<file path="src/rtl/wbuf_pkg.sv">
// Shared types and constants for the weight buffer controller.
// Holds the FSM state enum, skid FIFO sizing and a counter-width helper.
package wbuf_pkg;

    typedef enum logic [1:0] {
        ST_IDLE,
        ST_LOAD,
        ST_READ,
        ST_DRAIN
    } wbuf_state_e;

    // Width of a counter that must hold values 0..n-1 (at least 1 bit).
    function automatic int cnt_w(input int n);
        return (n > 1) ? $clog2(n) : 1;
    endfunction

    localparam int DW_DEF     = 128;
    localparam int IW_DEF     = 32;
    localparam int PACK_DEF   = DW_DEF / IW_DEF;
    localparam int PACK_W     = cnt_w(PACK_DEF);
    localparam int SKID_DEPTH = 2;
    localparam int SKID_CW    = $clog2(SKID_DEPTH + 1);

endpackage

</file>
<file path="src/rtl/weight_buf_ctrl_skid_fifo.sv">
// wbuf_skid_fifo: 2-entry DW-bit FIFO buffering RAM read data for the PE array.
// Ports: clk, rst, i_push/i_data, i_pop, o_count, o_valid, o_head.
module wbuf_skid_fifo
    import wbuf_pkg::*;
#(
    parameter int DW = 128
) (
    input  logic               clk,
    input  logic               rst,
    input  logic               i_push,
    input  logic [DW-1:0]      i_data,
    input  logic               i_pop,
    output logic [SKID_CW-1:0] o_count,
    output logic               o_valid,
    output logic [DW-1:0]      o_head
);

    logic [DW-1:0]      r_mem [SKID_DEPTH];
    logic               r_rd;
    logic               r_wr;
    logic [SKID_CW-1:0] r_cnt;
    logic               w_push;
    logic               w_pop;

    assign w_push = i_push && (r_cnt < SKID_CW'(SKID_DEPTH));
    assign w_pop  = i_pop && (r_cnt != '0);

    always_ff @(posedge clk) begin
        if (rst) begin
            r_rd  <= 1'b0;
            r_wr  <= 1'b0;
            r_cnt <= '0;
        end else begin
            if (w_push) begin
                r_mem[r_wr] <= i_data;
                r_wr        <= ~r_wr;
            end
            if (w_pop) begin
                r_rd <= ~r_rd;
            end
            unique case ({w_push, w_pop})
                2'b10:   r_cnt <= r_cnt + 1'b1;
                2'b01:   r_cnt <= r_cnt - 1'b1;
                default: r_cnt <= r_cnt;
            endcase
        end
    end

    assign o_count = r_cnt;
    assign o_valid = (r_cnt != '0);
    assign o_head  = r_mem[r_rd];

endmodule

</file>
<file path="src/rtl/weight_buf_ctrl.sv">
// weight_buf_ctrl: packs IW-bit DMA beats into DW-bit RAM words (LOAD) and
// streams RAM words to the PE array through a 2-entry skid FIFO (READ/DRAIN).
// Ports: clk, rst (sync, active-high); i_ld_start/i_rd_start/i_base_addr/i_len
// start a job; i_in_valid/i_in_data/o_in_ready DMA side; o_w_valid/o_w_data/
// i_w_ready PE side; o_ld_done/o_rd_done/o_busy status; o_ram_* and
// i_ram_rdata drive the single-port weight RAM.
// Option: WBUF_PERF_CNT_EN adds o_stall_cnt (saturating stall cycle counter).
module weight_buf_ctrl
    import wbuf_pkg::*;
#(
    parameter int DW      = 128,
    parameter int IW      = 32,
    parameter int AW      = 4,
    parameter int DEPTH   = 16,
    parameter int N_DELAY = 1
) (
    input  logic          clk,
    input  logic          rst,
    input  logic          i_ld_start,
    input  logic          i_rd_start,
    input  logic [AW-1:0] i_base_addr,
    input  logic [AW:0]   i_len,
    input  logic          i_in_valid,
    input  logic [IW-1:0] i_in_data,
    output logic          o_in_ready,
    output logic          o_w_valid,
    output logic [DW-1:0] o_w_data,
    input  logic          i_w_ready,
    output logic          o_ld_done,
    output logic          o_rd_done,
    output logic          o_busy,
    output logic [AW-1:0] o_ram_addr,
    output logic          o_ram_we,
    output logic          o_ram_cs,
    output logic [DW-1:0] o_ram_wdata,
    input  logic [DW-1:0] i_ram_rdata
`ifdef WBUF_PERF_CNT_EN
    ,
    output logic [31:0]   o_stall_cnt
`endif
);

    localparam int PACK = DW / IW;
    localparam int PCW  = cnt_w(PACK);

    wbuf_state_e        r_state;
    wbuf_state_e        w_next;
    logic [AW-1:0]      r_cur;
    logic [AW:0]        r_rem;
    logic [PCW-1:0]     r_pcnt;
    logic [DW-1:0]      r_pack;
    logic [N_DELAY-1:0] r_vpipe;
    logic               r_ld_done;
    logic               r_rd_done;

    logic [DW-1:0]      w_packed;
    logic [AW-1:0]      w_cur_nxt;
    logic               w_accept;
    logic               w_last_beat;
    logic               w_write;
    logic               w_issue;
    logic               w_credit;
    logic               w_push;
    logic               w_pop;
    logic               w_fvalid;
    logic [DW-1:0]      w_fhead;
    logic [SKID_CW-1:0] w_cnt;
    logic [SKID_CW-1:0] w_infl;
    logic [2:0]         w_cnt_nxt;
    logic [2:0]         w_infl_nxt;

    // First beat ends up in the low lane after PACK right-shifts.
    if (PACK > 1) begin : g_pack
        assign w_packed = {i_in_data, r_pack[DW-1:IW]};
    end else begin : g_nopack
        assign w_packed = i_in_data;
    end

    assign w_cur_nxt   = (r_cur == AW'(DEPTH - 1)) ? '0 : r_cur + 1'b1;
    assign w_accept    = (r_state == ST_LOAD) && !rst && i_in_valid;
    assign w_last_beat = (r_pcnt == PCW'(PACK - 1));
    assign w_write     = w_accept && w_last_beat;
    assign w_push      = r_vpipe[N_DELAY-1];
    assign w_pop       = o_w_valid && i_w_ready;

    always_comb begin
        w_infl = '0;
        for (int i = 0; i < N_DELAY; i++) begin
            w_infl = w_infl + SKID_CW'(r_vpipe[i]);
        end
    end

    // A word leaving the FIFO this cycle frees its slot for a new issue,
    // which keeps the stream at one word per cycle.
    assign w_credit = ({1'b0, w_infl} + {1'b0, w_cnt})
                      < (3'd2 + {2'b0, w_pop});
    assign w_issue  = (r_state == ST_READ) && !rst && w_credit;

    assign w_cnt_nxt  = {1'b0, w_cnt} + {2'b0, w_push} - {2'b0, w_pop};
    assign w_infl_nxt = {1'b0, w_infl} - {2'b0, w_push};

    always_comb begin
        w_next = r_state;
        unique case (r_state)
            ST_IDLE: begin
                if (i_ld_start) begin
                    if (i_len != '0) w_next = ST_LOAD;
                end else if (i_rd_start) begin
                    if (i_len != '0) w_next = ST_READ;
                end
            end
            ST_LOAD: begin
                if (w_write && r_rem == (AW+1)'(1)) w_next = ST_IDLE;
            end
            ST_READ: begin
                if (w_issue && r_rem == (AW+1)'(1)) w_next = ST_DRAIN;
            end
            ST_DRAIN: begin
                if (w_cnt_nxt == '0 && w_infl_nxt == '0) w_next = ST_IDLE;
            end
            default: w_next = ST_IDLE;
        endcase
    end

    always_ff @(posedge clk) begin
        if (rst) begin
            r_state   <= ST_IDLE;
            r_cur     <= '0;
            r_rem     <= '0;
            r_pcnt    <= '0;
            r_pack    <= '0;
            r_vpipe   <= '0;
            r_ld_done <= 1'b0;
            r_rd_done <= 1'b0;
        end else begin
            r_state    <= w_next;
            r_ld_done  <= 1'b0;
            r_rd_done  <= 1'b0;
            r_vpipe[0] <= w_issue;
            for (int i = 1; i < N_DELAY; i++) begin
                r_vpipe[i] <= r_vpipe[i-1];
            end
            if (r_state == ST_IDLE) begin
                if (i_ld_start) begin
                    r_cur     <= i_base_addr;
                    r_rem     <= i_len;
                    r_pcnt    <= '0;
                    r_ld_done <= (i_len == '0);
                end else if (i_rd_start) begin
                    r_cur     <= i_base_addr;
                    r_rem     <= i_len;
                    r_rd_done <= (i_len == '0);
                end
            end
            if (w_accept) begin
                r_pack <= w_packed;
                r_pcnt <= w_last_beat ? '0 : r_pcnt + 1'b1;
            end
            if (w_write || w_issue) begin
                r_cur <= w_cur_nxt;
                r_rem <= r_rem - 1'b1;
            end
            if (w_write && r_rem == (AW+1)'(1)) begin
                r_ld_done <= 1'b1;
            end
            if (r_state == ST_DRAIN && w_next == ST_IDLE) begin
                r_rd_done <= 1'b1;
            end
        end
    end

    wbuf_skid_fifo #(
        .DW (DW)
    ) u_skid (
        .clk     (clk),
        .rst     (rst),
        .i_push  (w_push),
        .i_data  (i_ram_rdata),
        .i_pop   (w_pop),
        .o_count (w_cnt),
        .o_valid (w_fvalid),
        .o_head  (w_fhead)
    );

    assign o_in_ready  = (r_state == ST_LOAD) && !rst;
    assign o_w_valid   = w_fvalid && !rst;
    assign o_w_data    = w_fhead;
    assign o_ld_done   = r_ld_done;
    assign o_rd_done   = r_rd_done;
    assign o_busy      = (r_state != ST_IDLE);
    assign o_ram_cs    = w_write || w_issue;
    assign o_ram_we    = w_write;
    assign o_ram_addr  = (w_write || w_issue) ? r_cur : '0;
    assign o_ram_wdata = w_write ? w_packed : '0;

`ifdef WBUF_PERF_CNT_EN
    logic [31:0] r_stall;
    logic        w_stall;

    assign w_stall = (o_w_valid && !i_w_ready)
                  || (r_state == ST_LOAD && i_in_valid && !o_in_ready);

    always_ff @(posedge clk) begin
        if (rst || i_ld_start || i_rd_start) begin
            r_stall <= '0;
        end else if (w_stall && r_stall != '1) begin
            r_stall <= r_stall + 1'b1;
        end
    end

    assign o_stall_cnt = r_stall;
`endif

endmodule

</file>
<file path="config.mk">
export PLATFORM = sky130hd
export DESIGN_NAME = weight_buf_ctrl
export DESIGN_NICKNAME = d
export VERILOG_FILES = /design/src/rtl/wbuf_pkg.sv /design/src/rtl/weight_buf_ctrl_skid_fifo.sv /design/src/rtl/weight_buf_ctrl.sv
export SDC_FILE = /design/constraint.sdc
export NUM_CORES = 1
export LEC_CHECK = 0
export CAP_MARGIN = 0
export CORE_MARGIN = 10
export CORE_UTILIZATION = 30
export CTS_BUF_LIST = sky130_fd_sc_hd__clkbuf_8 sky130_fd_sc_hd__clkbuf_16
export DETAILED_ROUTE_END_ITERATION = 8
export PLACE_DENSITY = 0.6
export SYNTH_ARGS = -nofsm -noshare
export SYNTH_HDL_FRONTEND = slang
export SYNTH_SLANG_ARGS = --single-unit
</file>
<file path="constraint.sdc">
create_clock -name clk -period 15.14 [get_ports clk]
set_input_delay 3.028 -clock clk [delete_from_list [all_inputs] [get_ports clk]]
set_output_delay 3.028 -clock clk [all_outputs]
set_load 0.05 [all_outputs]
</file>
==> summary.md <==
| Metric | Value |
|---|---|
| Final ANT Viol Nets | `0` |
| Hold depth | `2` |
| Die area | `between 0.05 and 0.06 mm^2` |
| Initial antenna violation count | `8` |
| Post-cts sizing count | `0` |
| Leakage | `7.01 nW` |
| Setup Slack @ Placement | `just under 6000 ps` |
| Metal2 WL | `20100 um` |
| Proportion of netlist area held by the largest area contributor | `0.526` |
| Layout Nets | `between 1500 and 2000` |
| Number of synthesized register bits | `approximately 370` |
| Port bufs | `441` |
| Pwr Total | `about 0.0022 W` |
| Element type at the critical path end | `output port` |
| GPL Wtd Cong | `between 0.8 and 0.9` |
| Share of the core filled with cells | `0.436` |
| Die Y | `approximately 240 um` |
| Slew Limit Fails | `0` |
| Maximum vdd ir drop | `~0.071 mV` |
| Worst min path class | `flip-flop to flip-flop` |
| Die X | `approximately 240 um` |
| Top routing layer in use | `met5` |
| DRC | `0` |
| Pwr/cell area | `between 100 and 150 mW/mm^2` |
| Post-synth top flop | `edfxtp_1` |
| Via count | `10057` |
| Most numerous cell in the Yosys netlist | `edfxtp_1` |
| Reg2reg setup slack | `around 12000 ps` |
| Largest net degree at the start of global routing | `about 120` |
| Setup_tns | `0 ps` |
| # IOs | `around 440` |
| Post-synth top cells | `256 x edfxtp_1, 205 x nand2_1, 134 x and2_1, 128 x mux2_2, 117 x dfxtp_1` |
| First-pass GRT wire length | `about 65000 um` |
| Clock slew seen by the registers of the worst setup and hold paths | `around 60 ps` |
| Core ar. | `between 0.04 and 0.05 mm^2` |
| Outcome | `finished, final reports clean` |
| CTS Hold Bufs | `0` |
| Worst Path Required | `approximately 12000 ps` |
| Initial Util | `0.305` |
| Syn Nets | `~1300` |
| Tmin final | `about 9400 ps` |
| Post-Syn Area per Cell | `between 10 and 15 um^2` |
| Detailed Route Iter0 Violations | `582` |
| Num CTS Buffers | `43` |
| Async set-reset flop share out of synthesis | `0` |
| Share of the yosys chip area belonging to registers | `0.687` |
| Area Overhead vs Synth | `43.1%` |
| Worst R2R Start | `u_skid.o_count[1]` |
| Slew @ Worst Pin | `slightly above 1000 ps` |
| # Post-CTS Setup Buffers | `0` |
| Post-Synthesis Cell Area | `~0.015 mm^2` |
| CP startpoint kind | `input pin` |
| TritonCTS clock tree | `built` |
| RSZ-0062 raised after global routing | `no` |
| Synthesis warning total | `0` |
| # rows | `80` |
| End of the worst hold path | `r_pack[34]` |
| Reg2Reg Depth | `5` |
| Number of flops mapped to enable cells by yosys | `roughly 260` |
| Critical path type | `input pin to output port` |
| H-tree levels | `2` |
| CTS sink cnt | `approximately 370` |
| Met1 Wirelength | `roughly 18000 um` |
| Total grt overflow | `0` |
| Routed WL | `approximately 45000 um` |
| Share of cells above drive strength 1 | `0.136` |
| TritonRoute pass-1 iters | `4` |
| Max clock buf depth | `3` |
| Worst-path fanout max | `13` |
| Reg-to-Reg End | `u_skid.r_mem[1][90]` |
| Final setup viols | `0` |
| FMAX | `106 MHz` |
| Met3 wire len | `about 5700 um` |
| Detailed Place HPWL | `about 31000 um` |
| Critical Path AT | `6360 ps` |
| Max_cap viols | `0` |
| CTS Root Cell | `clkbuf_16` |
| Final WS setup | `between 5000 and 6000 ps` |
| Synth cell types | `between 40 and 50` |
| WL/cell | `20.4 um` |
| Overall Global Routing Usage | `0.146` |
| Final Hold Viols | `0` |
| Tcrit/Tclk final | `0.620` |
| Clock Skew | `~16 ps` |
| Vias per inst | `4.60` |
| Cells after Synth | `1104` |
| Synth top area cells | `edfxtp_1 53%, dfxtp_1 16%, mux2_2 9.9%` |
| Relative slew slack | `0.302` |
| Hold Startpoint | `r_pack[34]` |
| Vias in the first global route | `approximately 10000` |
| Clock Latency Late Sink | `approximately 560 ps` |
| Cell taking the most area after synthesis | `edfxtp_1` |
[metrics by stage]
step                      cells  hold WS (ps)  area, um^2
after floorplan            1104           432       14600
after global placement     2106           443       19600
after detailed placement   2106           447       19600
after CTS                  2184           455       20900
after global routing       2184           473       20900
final                      2186           457       20900
[cell families after synthesis]
kind of cell,count (synthesis),share of synthesized area
AND/OR/NAND/NOR,383,0.129
flip-flops,373,0.687
multiplexers,128,0.0987
AO/OA/AOI/OAI,127,0.0483
buffers and inverters,76,0.0242
adder cells (fa/ha/maj),10,0.00908
XOR/XNOR,7,0.00420
[worst max path at each step]
stage,from,to,slack [ps],cells after the start
floorplan,rst,u_skid.r_mem[1][0],1620,3
global placement,i_w_ready,o_ram_addr[0],5870,9
detailed placement,i_w_ready,o_ram_addr[0],5780,9
CTS,i_w_ready,o_ram_addr[0],5780,9
global route,i_w_ready,o_ram_addr[3],5470,9
finish,i_w_ready,o_ram_addr[0],5750,9
[worst max-delay path, cell delays in order]
cell and delay, ps:
clkdlybuf4s50_1 410, nor3b_1 150, ha_1 240, fa_1 390, and3b_1 180, a41oi_1 780
nor2_1 250, and2_1 240, clkdlybuf4s50_1 700
[per-layer routing]
metal  GRT usage  vias up
met4      0.0351       12
li1            -     4754
met5           0        -
met1       0.177     4832
met3      0.0717       65
met2       0.228      394
[power by group]
group          switching (W)  leakage, nW  internal (W)  total [W]
Combinational      0.0000915         3.07     0.0000781   0.000170
Clock               0.000410        0.692      0.000546   0.000956
Sequential        0.00000934         3.25       0.00110    0.00111
Total               0.000510         7.01       0.00173    0.00224
[layout by cell type, fill, tap and decap left out, drive strengths merged, types with 5 or more instances in the layout]
cell type / n
edfxtp: 256
nor3b: 6
xor2: 5
nand3: 5
clkdlybuf4s50: 440
ha: 9
dfxtp: 117
clkbuf: 48
inv: 25
and2: 134
a21oi: 106
nand2: 205
buf: 12
clkinv: 15
nor2: 15
mux2: 128
[layout make-up]
class                           instances  area [um^2]
Multi-Input combinational cell        655         4240
Tap cell                              615          769
Timing Repair Buffer                  452         4510
Fill cell                            4468        27000
Clock buffer                           48         1160
Sequential cell                       373        10000
Inverter                               11         41.3
Clock inverter                         30          150
Antenna cell                            2         5.00
[state kept, by name, indices dropped and copies added, names as in the netlist, named ones only]
signal	flops
u_skid.r_wr	1
r_pcnt	2
o_rd_done	1
u_skid.r_rd	1
u_skid.o_count	2
u_skid.r_mem	256
r_pack	96
r_cur	4
r_rem	5
r_state	2
r_vpipe	1
o_ld_done	1
(Power assumes the default switching activity.)
